$ cat src/rtl/vga_object_motion_ctrl.sv
// Moves a 40x40 square once per FRAME_DIV frames during vertical blanking,
// bouncing off the active-area edges, and drives registered pixel colour.
module vga_object_motion_ctrl #(
   parameter int OBJ_SIZE  = 40,
   parameter int H_ACTIVE  = 640,
   parameter int V_ACTIVE  = 480,
   parameter int INIT_X    = 300,
   parameter int INIT_Y    = 220,
   parameter int FRAME_DIV = 1
) (
   input  logic       clock,
   input  logic       reset,
   input  logic       enable,
   input  logic [9:0] pixel_x,
   input  logic [9:0] pixel_y,
   input  logic       pause,
   input  logic [2:0] step,
   output logic [9:0] obj_x,
   output logic [9:0] obj_y,
   output logic       dir_x,
   output logic       dir_y,
   output logic       obj_on,
   output logic [7:0] red,
   output logic [7:0] green,
   output logic [7:0] blue,
   output logic [7:0] frame_count
);

   localparam logic [1:0] WAIT_ACTIVE = 2'd0;
   localparam logic [1:0] ARMED       = 2'd1;
   localparam logic [1:0] UPDATE_X    = 2'd2;
   localparam logic [1:0] UPDATE_Y    = 2'd3;

   localparam logic [10:0] SIZE_11  = 11'(OBJ_SIZE);
   localparam logic [10:0] H_11     = 11'(H_ACTIVE);
   localparam logic [10:0] V_11     = 11'(V_ACTIVE);
   localparam logic [7:0]  DIV_LAST = 8'(FRAME_DIV - 1);

   logic [1:0]  state_r;
   logic [1:0]  state_next_s;
   logic [7:0]  div_cnt_r;
   logic        do_move_r;
   logic [2:0]  step_r;
   logic        blank_s;
   logic        arm_fire_s;
   logic        hit_s;
   logic [10:0] px_s;
   logic [10:0] py_s;
   logic [10:0] ox_s;
   logic [10:0] oy_s;

   // Returns {new_dir, new_pos}; clamps to the edge and reverses on overshoot.
   function automatic logic [10:0] axis_next(input logic [9:0] pos, input logic dir,
                                             input logic [2:0] stp, input logic [10:0] limit);
      logic [10:0] p;
      logic [10:0] s;
      logic [10:0] r;
      p = {1'b0, pos};
      s = {8'd0, stp};
      if (dir) begin
         if (p + s + SIZE_11 > limit) begin
            r = {1'b0, 10'(limit - SIZE_11)};
         end else begin
            r = {1'b1, 10'(p + s)};
         end
      end else begin
         if (p < s) begin
            r = {1'b1, 10'd0};
         end else begin
            r = {1'b0, 10'(p - s)};
         end
      end
      return r;
   endfunction

   assign px_s       = {1'b0, pixel_x};
   assign py_s       = {1'b0, pixel_y};
   assign ox_s       = {1'b0, obj_x};
   assign oy_s       = {1'b0, obj_y};
   assign blank_s    = (py_s >= V_11);
   assign arm_fire_s = (state_r == ARMED) && enable && blank_s;
   assign hit_s      = (px_s >= ox_s) && (px_s < ox_s + SIZE_11) &&
                       (py_s >= oy_s) && (py_s < oy_s + SIZE_11);

   // Next-state logic for the per-frame sequencer.
   always_comb begin
      state_next_s = state_r;
      case (state_r)
         WAIT_ACTIVE: begin
            if (!blank_s) begin
               state_next_s = ARMED;
            end else begin
               state_next_s = WAIT_ACTIVE;
            end
         end
         ARMED: begin
            if (arm_fire_s) begin
               state_next_s = UPDATE_X;
            end else begin
               state_next_s = ARMED;
            end
         end
         UPDATE_X: state_next_s = UPDATE_Y;
         UPDATE_Y: state_next_s = WAIT_ACTIVE;
         default:  state_next_s = WAIT_ACTIVE;
      endcase
   end

   // State register.
   always_ff @(posedge clock or posedge reset) begin
      if (reset) begin
         state_r <= WAIT_ACTIVE;
      end else begin
         state_r <= state_next_s;
      end
   end

   // Frame counting, divider and step capture at the start of blanking.
   always_ff @(posedge clock or posedge reset) begin
      if (reset) begin
         frame_count <= 8'd0;
         div_cnt_r   <= 8'd0;
         do_move_r   <= 1'b0;
         step_r      <= 3'd0;
      end else if (arm_fire_s) begin
         frame_count <= frame_count + 8'd1;
         step_r      <= step;
         if (pause) begin
            do_move_r <= 1'b0;
         end else if (div_cnt_r == DIV_LAST) begin
            div_cnt_r <= 8'd0;
            do_move_r <= 1'b1;
         end else begin
            div_cnt_r <= div_cnt_r + 8'd1;
            do_move_r <= 1'b0;
         end
      end
   end

   // Position and direction update, one axis per clock.
   always_ff @(posedge clock or posedge reset) begin
      if (reset) begin
         obj_x <= 10'(INIT_X);
         obj_y <= 10'(INIT_Y);
         dir_x <= 1'b1;
         dir_y <= 1'b1;
      end else if (do_move_r && (state_r == UPDATE_X)) begin
         {dir_x, obj_x} <= axis_next(obj_x, dir_x, step_r, H_11);
      end else if (do_move_r && (state_r == UPDATE_Y)) begin
         {dir_y, obj_y} <= axis_next(obj_y, dir_y, step_r, V_11);
      end
   end

   // Registered pixel hit and colour, advancing on the pixel tick.
   always_ff @(posedge clock or posedge reset) begin
      if (reset) begin
         obj_on <= 1'b0;
         red    <= 8'h00;
         green  <= 8'h00;
         blue   <= 8'h00;
      end else if (enable) begin
         obj_on <= hit_s;
         red    <= hit_s ? 8'hFF : 8'h00;
         green  <= hit_s ? 8'hFF : 8'h00;
         blue   <= hit_s ? 8'hFF : 8'h00;
      end
   end

endmodule

$ cat config.mk
export PLATFORM = sky130hd
export DESIGN_NAME = vga_object_motion_ctrl
export DESIGN_NICKNAME = d
export VERILOG_FILES = /design/src/rtl/vga_object_motion_ctrl.sv
export SDC_FILE = /design/constraint.sdc
export NUM_CORES = 1
export LEC_CHECK = 0
export ABC_AREA = 1
export BUFFER_PORTS_ARGS = -buffer_cell sky130_fd_sc_hd__buf_2
export CAP_MARGIN = 20
export CORE_UTILIZATION = 51
export DETAILED_ROUTE_END_ITERATION = 6
export HOLD_SLACK_MARGIN = 0.08
export PLACE_DENSITY_LB_ADDON = 0.08
export SYNTH_ARGS = -nofsm -noshare
export SYNTH_HDL_FRONTEND = slang
export SYNTH_SLANG_ARGS = --single-unit
export TNS_END_PERCENT = 100
$ cat constraint.sdc
create_clock -name clock -period 2.5 [get_ports clock]
set_input_delay 0.25 -clock clock [delete_from_list [all_inputs] [get_ports clock]]
set_output_delay 0.25 -clock clock [all_outputs]
set_load 0.02 [all_outputs]
==> impl_metrics.tcl <==
set metrics [dict create \
    outcome "finished with violations" \
    violations "negative setup slack" \
    syn2layout_area_growth_pct 23.4 \
    synth_area_leaders "dfrtp_1, ha_1, nand2_1" \
    syn-num-nets 786 \
    core-area_um2 9240 \
    ys_seq_area_share_pct 23.4 \
    viasPerCell 5.24 \
    post-place-ws_ps -278 \
    fin_worst_skew_ps 25.1 \
    min_path_type "primary input to flip-flop" \
    clock_sinks 45 \
    grt_usage_pct 26.7 \
    ir_drop_uv 699 \
    routed_wl_mm 12.8 \
    yosysTopAreaCellShare_pct 17.5 \
    synth.avg_cell_area_um2 6.95 \
    clk_pin_slew_ps 110 \
    yosysMostFrequentCell "nand2_1" \
    routedWlPerCell_um 13.5 \
    worstMarginPinSlew_ps 497 \
    cts-htree-levels 2 \
    clk_path_buf_depth 2 \
    fin_crit_ps 2660 \
    rows 35 \
    antenna_found_initial 0 \
    crit_type "flip-flop to flip-flop" \
    ys_ff_latch 45 \
    die_area_um2 9940 \
    vias 4970 \
    synth_cells 700 \
    drtPass1Iterations 5 \
    p_per_area_nw_per_um2 1350 \
    path_max_fanout 6 \
    gp_congestion 0.873 \
    rsz0062_at_grt "true" \
    setup_viol 21 \
    io_pins 82 \
    diodes 0 \
    hpwl_mm 10.2 \
    ys.flop_type "dfrtp_1" \
    cts_tree "done" \
    nFillCells 844 \
    cp-end-kind "flip-flop" \
    synth_commonest_cells "nand2_1, inv_1, nor2_1" \
    grt_first_pass_wirelength_mm 21.3 \
    ant_nets 0 \
    dieHeight_um 99.7 \
    synth_edf_count 0 \
    hold_viol_final 0 \
    clock_latency_ps 320 \
    fp.dieW_um 99.7 \
    synth.distinct_cells 46 \
    grt_pass1_vias 4631 \
    fin_nets 905 \
    overflow 0 \
    fin_crit_sh_pct 106 \
    cts_made_buffers 5 \
    critPathLaunchType "flip-flop" \
    clock-root-buffer "clkbuf_8" \
    slew_violations 0 \
    drv_cap 0 \
    synth_top_area_cell "dfrtp_1" \
    grt_max_degree 27 \
    slew_headroom_pct 66.4 \
    yosys_warnings 0 \
    drc 0 \
    drive_above_1_share_pct 31.8 \
    stdcell_area_um2 6010 \
    placed_area_um2 5640 \
    io_buffers 81 \
    cp.arrival_ps 2910 \
    dr.first_iter.drc_count 167 \
    initial_core_util_pct 52.7 \
    netlist_area_um2 4870 \
    p_leak_nw 3.27 \
    synth-async-reset-ratio_pct 100 \
    cp.required_ps 2750 \
    fin_ws_ps -156 \
    max_freq_mhz 377 \
]
==> final cells by class <==
type                            instances  area (µm²)  area share [%]
Clock buffer                            5        68.8            1.15
Clock inverter                          3        50.0           0.833
Inverter                              107         404            6.73
Multi-Input combinational cell        514        3280            54.5
Sequential cell                        45        1150            19.1
Tap cell                              129         161            2.69
Timing Repair Buffer                  146         901            15.0
==> worst max-delay path, cell delays in order (launching register included) <==
cell and delay [ps]:
dfrtp_1 420, ha_4 160, inv_2 40, fa_2 370, o21ai_4 160, nand3_2 110, nand2_4 80, inv_4 40
ha_4 190, nand3b_1 140, nor2_1 100, nand2_1 80, nand2_1 60, nand2_1 40, nand2_1 50, nand2_1 60
a21oi_2 110, nand2_2 90, nand2_4 110, nand2_2 60, a21oi_2 130
==> kinds of logic (layout without fill, tap and decap cells) <==
group                      count (synthesis)  count (layout)  synth area share, %
adders and majority gates                 59              59                 15.8
DFF                                       45              45                 23.4
and+or+nand+nor                          330             330                 30.7
buffers and inverters                    141             261                 13.0
xor gates and xnor gates                  27              27                 4.86
AOI/OAI and AO/OA                         98              98                 12.3
==> where the power goes <==
group,internal (mW),switching [mW]
Sequential,1.08,0.478
Combinational,2.42,3.51
Clock,0.307,0.300
Total,3.81,4.29
==> layout by cell type, fill, tap and decap left out, drive strengths merged <==
master       Yosys  final
a41oi            1      1
dfstp           11     11
clkinv           5      6
o2111ai          1      1
nor2            60     60
a22oi            1      1
a211oi           2      2
a21oi           35     35
fa               4      4
dlygate4sd3      0      1
xnor2            3      3
nand3           39     39
nand3b           2      2
nand4           19     19
o21ai           41     41
o22ai            1      1
or2              1      1
ha              55     55
a31oi            4      4
clkbuf           3      5
xor2            24     24
o41ai            1      1
buf             31    145
and3             2      2
nor3            13     13
inv            102    103
o21bai           4      4
o31ai            1      1
dfrtp           34     34
o21a             2      2
nor4             2      2
a21boi           4      4
nand2          192    192
bufinv           0      1
==> per-stage QoR <==
stage	cells	total power, mW	hold WS (ps)	utilization, %	TNS [ps]
6_report	949	8.10	150	65.0	-1930
5_1_grt	949	8.87	163	65.0	-6190
4_1_cts	942	7.84	137	63.7	-1780
3_5_place_dp	927	6.98	310	61.0	-4250
3_3_place_gp	927	6.86	306	61.0	-2900
2_1_floorplan	700	5.28	358	-	-2360
==> sequential cells by signal, indices dropped and copies added, names as in the netlist, named ones only <==
signal and count:
obj_x 10, div_cnt_r 8, dir_x 1, dir_y 1, state_r 1, do_move_r 1, green 1, step_r 3
obj_y 10, frame_count 8
==> final timing paths <==
kind                                 from              to  slack [ps]  depth (start not counted)
max in group asynchronous           reset        obj_x[2]        1370                          4
max reg2reg                     step_r[0]        obj_x[1]        -160                         20
min in group asynchronous           reset    div_cnt_r[5]         500                          3
min reg2reg                frame_count[7]  frame_count[7]         480                          1
min                               step[0]       step_r[0]         150                          3
max                             step_r[0]        obj_x[1]        -160                         20
==> layer usage <==
layer	part of all wire, %	GRT usage (%)	up-vias
li1	-	-	2484
met3	5.2	3.02	25
met2	47	45.3	158
met1	46	35.6	2303
met5	0	0	-
met4	2.2	8.37	0
==> repair_timing <==
| action | in CTS | in global routing |
|---|---|---|
| pin swaps | 27 | 19 |
| endpoints found under the setup margin | 21 | 23 |
| hold endpoints to repair | 21 | 0 |
| resized for setup | 17 | 22 |
| buffers inserted | 6 | 7 |
| hold buffers | 1 | 0 |
Power figures use the tool's default switching activity.
